## config.mk

```make
export PLATFORM = sky130hd
export DESIGN_NAME = adler32_stream_gen
export DESIGN_NICKNAME = d
export VERILOG_FILES = /design/src/rtl/adler32_stream_gen.sv
export SDC_FILE = /design/constraint.sdc
export NUM_CORES = 1
export LEC_CHECK = 0
export ABC_AREA = 1
export CORE_MARGIN = 3
export CORE_UTILIZATION = 55
export DETAILED_ROUTE_END_ITERATION = 8
export DONT_BUFFER_PORTS = 1
export GPL_ROUTABILITY_DRIVEN = 1
export PLACE_DENSITY_LB_ADDON = 0.12
export SLEW_MARGIN = 20
export SYNTH_ARGS = -nofsm -noshare
export SYNTH_HDL_FRONTEND = slang
export SYNTH_SLANG_ARGS = --single-unit
```

## constraint.sdc

```tcl
create_clock -name clk -period 29.6 [get_ports clk]
set_input_delay 5.92 -clock clk [delete_from_list [all_inputs] [get_ports clk]]
set_output_delay 5.92 -clock clk [all_outputs]
set_load 0.005 [all_outputs]
```

## src/rtl/adler32_stream_gen.sv

```systemverilog
`default_nettype none
// ============================================================================
// Module   : adler32_stream_gen
// Brief    : Multi-byte streaming Adler-32 generator with seed chaining.
// Revision : 1.0 - initial release
// ============================================================================
module adler32_stream_gen #(
   parameter int BYTES_PER_BEAT = 4,
   parameter int SIZE_W         = 32
) (
   input  logic                        clk,
   input  logic                        reset,
   input  logic [SIZE_W-1:0]           size,
   input  logic                        size_valid,
   input  logic [31:0]                 seed,
   input  logic                        data_start,
   input  logic                        data_valid,
   input  logic [8*BYTES_PER_BEAT-1:0] data,
   output logic                        ready,
   output logic                        busy,
   output logic [31:0]                 checksum,
   output logic                        valid,
   output logic                        err
);

   localparam logic [1:0]  S_IDLE  = 2'd0;
   localparam logic [1:0]  S_ARMED = 2'd1;
   localparam logic [1:0]  S_RUN   = 2'd2;
   localparam logic [1:0]  S_DONE  = 2'd3;
   localparam logic [16:0] c_MOD   = 17'd65521;
   localparam logic [15:0] c_MOD16 = 16'd65521;
   localparam logic [SIZE_W-1:0] c_BPB = SIZE_W'(BYTES_PER_BEAT);

   logic [1:0]        state_q, state_d;
   logic [SIZE_W-1:0] remaining_q, remaining_d;
   logic [15:0]       a_q, a_d, b_q, b_d;
   logic [31:0]       checksum_q, checksum_d;
   logic              valid_q, valid_d;
   logic              err_q, err_d;

   logic [15:0]       w_acc_a, w_acc_b;
   logic [16:0]       w_sum_a, w_sum_b;
   logic [15:0]       w_seed_a, w_seed_b;
   logic [SIZE_W-1:0] w_take;
   logic              w_last;

   // Lanes beyond the remaining byte count leave A/B untouched.
   always_comb begin
      w_acc_a = a_q;
      w_acc_b = b_q;
      w_sum_a = 17'd0;
      w_sum_b = 17'd0;
      for (int i = 0; i < BYTES_PER_BEAT; i++) begin
         if (remaining_q > SIZE_W'(i)) begin
            w_sum_a = {1'b0, w_acc_a} + {9'd0, data[8*i +: 8]};
            w_acc_a = (w_sum_a >= c_MOD) ? 16'(w_sum_a - c_MOD) : w_sum_a[15:0];
            w_sum_b = {1'b0, w_acc_b} + {1'b0, w_acc_a};
            w_acc_b = (w_sum_b >= c_MOD) ? 16'(w_sum_b - c_MOD) : w_sum_b[15:0];
         end
      end
   end

   assign w_take   = (remaining_q >= c_BPB) ? c_BPB : remaining_q;
   assign w_last   = (remaining_q <= c_BPB);
   assign w_seed_a = (seed[15:0]  >= c_MOD16) ? seed[15:0]  - c_MOD16 : seed[15:0];
   assign w_seed_b = (seed[31:16] >= c_MOD16) ? seed[31:16] - c_MOD16 : seed[31:16];

   always_comb begin
      state_d     = state_q;
      remaining_d = remaining_q;
      a_d         = a_q;
      b_d         = b_q;
      checksum_d  = checksum_q;
      valid_d     = 1'b0;
      err_d       = err_q;
      case (state_q)
         S_IDLE: begin
            if (size_valid) begin
               remaining_d = size;
               a_d         = w_seed_a;
               b_d         = w_seed_b;
               err_d       = 1'b0;
               state_d     = (size == '0) ? S_DONE : S_ARMED;
            end
         end
         S_ARMED: begin
            // A recapture wins over a coincident start beat.
            if (size_valid) begin
               remaining_d = size;
               a_d         = w_seed_a;
               b_d         = w_seed_b;
               state_d     = (size == '0) ? S_DONE : S_ARMED;
            end else if (data_start && data_valid) begin
               a_d         = w_acc_a;
               b_d         = w_acc_b;
               remaining_d = remaining_q - w_take;
               state_d     = w_last ? S_DONE : S_RUN;
            end
         end
         S_RUN: begin
            if (size_valid || data_start) begin
               err_d = 1'b1;
            end
            if (data_valid) begin
               a_d         = w_acc_a;
               b_d         = w_acc_b;
               remaining_d = remaining_q - w_take;
               state_d     = w_last ? S_DONE : S_RUN;
            end
         end
         S_DONE: begin
            if (size_valid) begin
               err_d = 1'b1;
            end
            checksum_d = {b_q, a_q};
            valid_d    = 1'b1;
            state_d    = S_IDLE;
         end
         default: state_d = S_IDLE;
      endcase
   end

   always_ff @(posedge clk) begin
      if (reset) begin
         state_q     <= S_IDLE;
         remaining_q <= '0;
         a_q         <= '0;
         b_q         <= '0;
         checksum_q  <= '0;
         valid_q     <= 1'b0;
         err_q       <= 1'b0;
      end else begin
         state_q     <= state_d;
         remaining_q <= remaining_d;
         a_q         <= a_d;
         b_q         <= b_d;
         checksum_q  <= checksum_d;
         valid_q     <= valid_d;
         err_q       <= err_d;
      end
   end

   assign ready    = (state_q == S_ARMED) || (state_q == S_RUN);
   assign busy     = (state_q != S_IDLE);
   assign checksum = checksum_q;
   assign valid    = valid_q;
   assign err      = err_q;

endmodule
`default_nettype wire
```

==> results.md, run 1 <==
- WP data required: 29890 ps
- Critical Path Sink Type: flip-flop
- CTS tree: yes
- Ys Warns: 0
- Residual DRC: 0
- DP Worst Slack: 5200 ps
- Final GP Congestion: 1.03
- Status: completed
- Crit path top cell by count: nand2_1
- Slew @ Worst Pin: 1140 ps
- Final Cycle Share: 0.824
- Max Freq: 41.0 MHz
- Share of layout cells above drive strength 1: 0.0522
- Largest net degree at the start of global routing: 70
- H-tree depth: 3
- Cell Area, Synth: 0.0153 mm²
- Antenna Nets Post-Route: 0
- Sequential-to-total area share from yosys stat: 0.130
- Setup ws final: 5200 ps
- Worst Clk Skew: 5.80 ps
- Setup_tns: 0 ps
- Crit-path max cell delay: 720 ps
- First-pass GRT wire length: 82400 µm
- Root Driver: clkbuf_16
- Vias in the first global route: 15355
- Unrepaired setup endpoints after global routing: false
- Hold WC Path Type: reg -> reg
- Total core area: 0.0272 mm²
- Worst-Skew Late Latency: 360 ps
- Yosys cell types: 62
- Port Buffers: 0
- Row cnt: 60
- Clock sinks: 100
- Post-CTS setup buffer count: 0
- First-pass DRT Iterations: 5
- Clk slew on worst S/H paths: 70 ps
- Max_cap viols: 0
- Gr usage total: 0.340
- Initial Utilization: 0.565
- Post-synth net total: 2861
- Kind of critical path: in -> reg
- Die height: 173 µm
- TritonCTS Buffers: 9
- Leading cell type in the layout, fill and taps excluded: nand2_1
- Yosys reg bits: 100
- Avg Cell Area, Syn: 5.85 µm²
- Synth-to-Final Area Change: 3.34%
- Rel. slew slack: 0.242
- Fin. Hold Viols: 0
- WL per Instance: 18.2 µm
- Slowest stage cell, crit path: o221ai_1
- Startpoint Class: primary input
- Routed WL: 53500 µm
- Max Slew Vio Count: 0
- Clock Tree Buf Depth: 2
- Final setup viols: 0
- Hold_buf cts: 0
- Initial antenna violation count: 0
- Post-Syn Instances: 2625
- Vias: 17041
- Arrival @ worst endpoint: 24690 ps
- Initial drt markers: 1985
- Crit Path Max Fanout: 12
- Fin nets: 2797
- Critical path buffers and inverters: 11
- Cts repair resizes: 0
- Final core utilization: 0.583
- Minimum clock period after layout: 24400 ps
- N_diodes: 0
- Die width: 173 µm
- CP top delay family: compound AO/OA/AOI/OAI gates
- Die area: 0.0299 mm²
- Post-detail-place hpwl: 43500 µm
- Overflow after GRT: 0
- Most frequent cells in the layout: nand2_1, inv_1, nor2_1
- I/O pin total: 137
- Via-to-Cell Ratio: 5.80
-- cell usage after synthesis, drive strengths merged --
cell type  number  area [µm²]
nand4          45         309
o22a            1        8.76
mux2            1        11.3
nor2          285        1160
o21ai         193         992
a22oi           1        7.51
o41a            1        11.3
nor4           18         113
a21oi         231        1160
fa              8         160
nor3           31         165
a221oi         16         140
o2111a          1        11.3
o21a            2        15.0
buf            19         105
a2111oi         1        8.76
conb            1        3.75
o22ai           3        18.8
ha            127        1590
and2            8        50.1
nand3         160         891
o31ai           3        22.5
dfxtp         100        2000
o21bai         30         225
o221ai          7        61.3
o2111ai         1        8.76
inv           376        1420
a211oi          2        15.0
o311ai          1        8.76
or2            20         125
clkinv          1        3.75
nand2         663        2590
a311oi          2        17.5
clkbuf         64         240
or4             4        30.0
xnor2          33         289
or3             1        6.26
o211ai         33         248
a21o            5        37.5
xor2          107         937
a31oi          13        81.3
nand3b          6        45.0
-- sequential cells by signal (all words and copies together) (netlist names) --
| register | cells |
|---|---|
| checksum | 32 |
| state_q | 2 |
| a_q | 16 |
| valid | 1 |
| b_q | 16 |
| err | 1 |
| remaining_q | 32 |
-- area by class of cell --
class	count	area, µm²
clock inverter	6	95.1
fill	2862	11300
sequential	100	2000
multi-input combinational	2065	11600
inverter	377	1420
timing repair buffer	8	60.1
clock buffer	9	225
tap	372	465
-- tightest hold or removal path, stage by stage (launching register included) --
cell and delay [ps]:
dfxtp_1 340, nand2_1 70, a21oi_1 60
-- worst paths after layout --
check | start | slack [ps] | endpoint | depth (start not counted)
hold / removal | remaining_q[31] | 510 | remaining_q[31] | 2
setup / recovery | data[0] | 5200 | b_q[15] | 117
hold reg to reg | remaining_q[31] | 510 | remaining_q[31] | 2
setup reg to reg | remaining_q[22] | 9400 | b_q[15] | 108
-- metrics by stage --
step / instance area, µm² / hold WS (ps) / std cells
after floorplan: 15300 / 467 / 2625
after CTS: 15900 / 508 / 2937
after detailed placement: 15500 / 497 / 2922
after global placement: 15500 / 485 / 2922
final: 15900 / 511 / 2937
after global routing: 15900 / 535 / 2937
-- layer usage --
| metal | vias up | share of wire | track usage |
|---|---|---|---|
| met5 | - | 0 | 0 |
| met4 | 0 | 0.037 | 0.116 |
| met3 | 109 | 0.11 | 0.0916 |
| met2 | 737 | 0.42 | 0.525 |
| met1 | 7702 | 0.43 | 0.459 |
| li1 | 8493 | - | - |
-- cell families after synthesis --
logic type                 share of synthesized area
xor gates and xnor gates                      0.0799
DFF                                            0.130
and+or+nand+nor                                0.357
muxes                                       0.000734
AOI/OAI and AO/OA                              0.202
other                                       0.000244
adders and majority gates                      0.114
buffers and inverters                          0.115
Power of run 1 is not shown: default switching activity piles up to over one toggle a cycle in this logic, so the estimate is an artifact.
==> inputs of run 2 (changes only) <==
- clock period: 29.6 -> 25.6 ns (I/O delays scaled with it)
==> results.md, run 2 (synthesis results as in run 1) <==
- Die width: 173 µm
- Final Cycle Share: 0.915
- Fillcell total: 2875
- Max_cap viols: 0
- Placed instance count: 2922
- Slowest stage cell, crit path: fa_1
- Worst Clk Skew: 6.32 ps
- Share of layout cells above drive strength 1: 0.0526
- Kind of critical path: in -> reg
- Port Buffers: 0
- Gr usage total: 0.342
- Total core area: 0.0272 mm²
- Final Cell Area: 0.0158 mm²
- Root Driver: clkbuf_16
- Slew @ Worst Pin: 1050 ps
- Reg2reg setup slack: 5610 ps
- Die area: 0.0299 mm²
- Worst-Skew Late Latency: 350 ps
- Startpoint Class: primary input
- Residual DRC: 0
- Clock Tree Buf Depth: 2
- N_diodes: 0
- Max Slew Vio Count: 0
- Clock sinks: 100
- First-pass DRT Iterations: 6
- Via-to-Cell Ratio: 5.83
- Crit-path max cell delay: 500 ps
- Post-detail-place hpwl: 43400 µm
- Placed instance area: 0.0155 mm²
- Hold path depth: 2
- Final GP Congestion: 1.02
- WP data required: 25890 ps
- Rel. slew slack: 0.294
- Worst r2r dst: b_q[15]
- Routed WL: 53900 µm
- Largest net degree at the start of global routing: 61
- Worst Hold Launch: remaining_q[18]
- Setup_tns: 0 ps
- First-pass GRT wire length: 83100 µm
- Area occupied by multi-input gates: 0.0116 mm²
- Initial drt markers: 1981
- Fin. Hold Viols: 0
- CTS tree: yes
- Register area: 0.00200 mm²
- Clk slew on worst S/H paths: 70 ps
- I/O pin total: 137
- Vias in the first global route: 15465
- Overflow after GRT: 0
- Status: completed
- WL per Instance: 18.3 µm
- Initial antenna violation count: 0
- Reg2Reg Launch Point: remaining_q[22]
- Die height: 173 µm
- Row cnt: 60
- Leading cell type in the layout, fill and taps excluded: nand2_1
- Non-Filler Instances: 2937
- Synth-to-Final Area Change: 3.20%
- Hold Path Sink: remaining_q[18]
- Crit Path Max Fanout: 12
- Fin nets: 2797
- Max Freq: 42.7 MHz
- Critical Path Sink Type: flip-flop
- Minimum clock period after layout: 23420 ps
- Initial Utilization: 0.565
- Crit path top cell by count: a21oi_1
- H-tree depth: 3
- Vias: 17117
- Antenna Nets Post-Route: 0
- Unrepaired setup endpoints after global routing: false
- Hold WC Path Type: reg -> reg
- Post-CTS setup buffer count: 0
- Final setup viols: 0
- TritonCTS Buffers: 9
- Most frequent cells in the layout: nand2_1, inv_1, nor2_1
- Hold WS: 513 ps
- Register-to-Register Path Depth: 108
- Arrival @ worst endpoint: 23710 ps
## run 2: changes by cell type in the layout (fill, tap and decap cells not counted), sizes merged
| cell | previous run | this run |
|---|---|---|
| inv | 379 | 378 |
| bufinv | 2 | 0 |
| clkinv | 2 | 5 |
## run 2: repair_timing
action                     CTS  global route
setup endpoints to repair    0             5
hold buffers                 0             0
gates resized for setup      0             2
## run 2: worst max path at each step
stage             from       to  cells after the start
6_report       data[0]  b_q[15]                    117
5_1_grt        data[0]  b_q[15]                    119
4_1_cts        data[0]  b_q[15]                    117
3_5_place_dp   data[0]  b_q[15]                    117
3_3_place_gp   data[0]  b_q[15]                    118
2_1_floorplan  data[0]  b_q[15]                    121
## run 2: stage by stage
step / setup slack, ps / util
2_1_floorplan: 4390 / -
3_3_place_gp: 2570 / 0.572
3_5_place_dp: 1990 / 0.572
4_1_cts: 2270 / 0.582
5_1_grt: 86.9 / 0.583
6_report: 2180 / 0.583
## run 2: layout make-up
type / instances / share of cell area
Clock buffer: 9 / 0.0142
Clock inverter: 6 / 0.00363
Inverter: 377 / 0.0897
Multi-Input combinational cell: 2065 / 0.733
Sequential cell: 100 / 0.126
Tap cell: 372 / 0.0294
Timing Repair Buffer: 8 / 0.00379
## run 2: worst max-delay path: cells and delay by family
kind | cells | cell delay (ps)
AO/OA/AOI/OAI | 50 | 8390
XOR/XNOR | 4 | 850
adder cells (fa/ha/maj) | 9 | 2790
buffers and inverters | 14 | 1090
AND/OR/NAND/NOR | 40 | 5460
## run 2: metal layers
metal / track usage / up-vias / wire [µm]
li1: - / 8466 / -
met4: 0.0882 / 0 / 1400
met5: 0 / - / 0
met1: 0.470 / 7782 / 23600
met3: 0.0791 / 89 / 5270
met2: 0.543 / 780 / 23600
Power of run 2 is left out for the same reason.
==> inputs of run 3 (changes only) <==
==> constraint.sdc (replaced) <==
create_clock -name clk -period 21.2 [get_ports clk]
set_input_delay 2.12 -clock clk [delete_from_list [all_inputs] [get_ports clk]]
set_output_delay 2.12 -clock clk [all_outputs]
set_load 0.005 [all_outputs]
==> results.md, run 3 (synthesis results as in run 1) <==
- Die area: 0.0299 mm²
- N_diodes: 0
- Startpoint Class: primary input
- Routed WL: 53500 µm
- Gr usage total: 0.340
- Kind of critical path: in -> reg
- Via-to-Cell Ratio: 5.86
- Worst r2r dst: b_q[15]
- Worst-Skew Late Latency: 370 ps
- Antenna Nets Post-Route: 0
- CTS tree: yes
- Met2 WL: 23300 µm
- Clk slew on worst S/H paths: 70 ps
- Vias: 17213
- Met3 WL post-DR: 5180 µm
- Post-detail-place hpwl: 43000 µm
- Critical path buffers and inverters: 10
- First-pass DRT Iterations: 6
- Root Driver: clkbuf_16
- DR top layer: met5
- Overflow after GRT: 0
- Hold path depth: 2
- Rel. slew slack: 0.307
- Post-CTS setup buffer count: 0
- Register area: 0.00200 mm²
- Register-to-Register Path Depth: 104
- Total core area: 0.0272 mm²
- Clock sinks: 100
- Fin. Hold Viols: 0
- Area occupied by multi-input gates: 0.0117 mm²
- Worst Hold Launch: remaining_q[18]
- Residual DRC: 0
- H-tree depth: 3
- Clock Tree Buf Depth: 2
- Initial antenna violation count: 1
- WP data required: 21500 ps
- Hold_buf cts: 0
- Row cnt: 60
- Fillcell total: 2835
- Port Buffers: 0
- Initial drt markers: 1703
- Crit path top cell by count: nand2_1
- Slowest stage cell, crit path: a31oi_1
- Worst Clk Skew: 12.4 ps
- Routed metal-1 wire length: 23400 µm
- CP top delay family: simple AND/OR/NAND/NOR gates
- Leading cell type in the layout, fill and taps excluded: nand2_1
- Critical Path Sink Type: flip-flop
- Reg2Reg Launch Point: remaining_q[22]
- Crit-path max cell delay: 490 ps
- Arrival @ worst endpoint: 19700 ps
- Die height: 173 µm
- Share of layout cells above drive strength 1: 0.0577
- Vias in the first global route: 15470
- Hold Path Sink: remaining_q[18]
- Hold WC Path Type: reg -> reg
- Die width: 173 µm
- Hold WS: 512 ps
- Status: completed
- Slew @ Worst Pin: 1030 ps
- I/O pin total: 137
- WL per Instance: 18.2 µm
- Crit Path Max Fanout: 11
- Fin nets: 2798
- Most frequent cells in the layout: nand2_1, inv_1, nor2_1
- Reg2reg setup slack: 1890 ps
- Final GP Congestion: 1.02
- Final setup viols: 0
- First-pass GRT wire length: 82900 µm
- Max Freq: 51.5 MHz
- TritonCTS Buffers: 9
- Largest net degree at the start of global routing: 61
- Cts repair resizes: 0
- Final Cycle Share: 0.915
- Synth-to-Final Area Change: 3.57%
- Max Slew Vio Count: 0
- Setup_tns: 0 ps
- Max_cap viols: 0
- Initial Utilization: 0.565
- Minimum clock period after layout: 19400 ps
-- run 3: worst max path at each step --
stage / depth (start not counted) / endpoint / slack [ps] / from
4_1_cts: 118 / b_q[15] / 1250 / data[0]
3_5_place_dp: 118 / b_q[15] / 960 / data[0]
2_1_floorplan: 121 / b_q[15] / 2990 / data[0]
3_3_place_gp: 118 / b_q[15] / 1530 / data[0]
5_1_grt: 109 / b_q[15] / -100 / remaining_q[22]
6_report: 109 / b_q[15] / 1800 / data[0]
-- run 3: cell type report --
cell class                 instances  area share
clock buffer                       9      0.0142
multi-input combinational       2065       0.733
timing repair buffer               9     0.00425
sequential                       100       0.126
clock inverter                     6     0.00346
inverter                         377      0.0894
tap                              372      0.0293
-- run 3: metrics by stage --
stage	util	cell area (µm²)	std cells	setup slack, ps
final	0.585	15900	2938	1800
after detailed placement	0.572	15500	2923	959
after global placement	0.572	15500	2923	1530
after floorplan	-	15300	2625	2990
after global routing	0.585	15900	2938	-97.3
after CTS	0.582	15800	2938	1250
-- run 3: worst min-delay path, stage by stage, from the launching register on --
cell	delay [ps]
dfxtp_1	340
nand2_1	70
a21oi_1	60
-- run 3: per-layer routing --
metal / global-route usage / up-vias
met1: 0.469 / 7862
met5: 0 / -
met4: 0.0973 / 2
met2: 0.539 / 772
li1: - / 8474
met3: 0.0705 / 103
Power of run 3 is left out for the same reason.
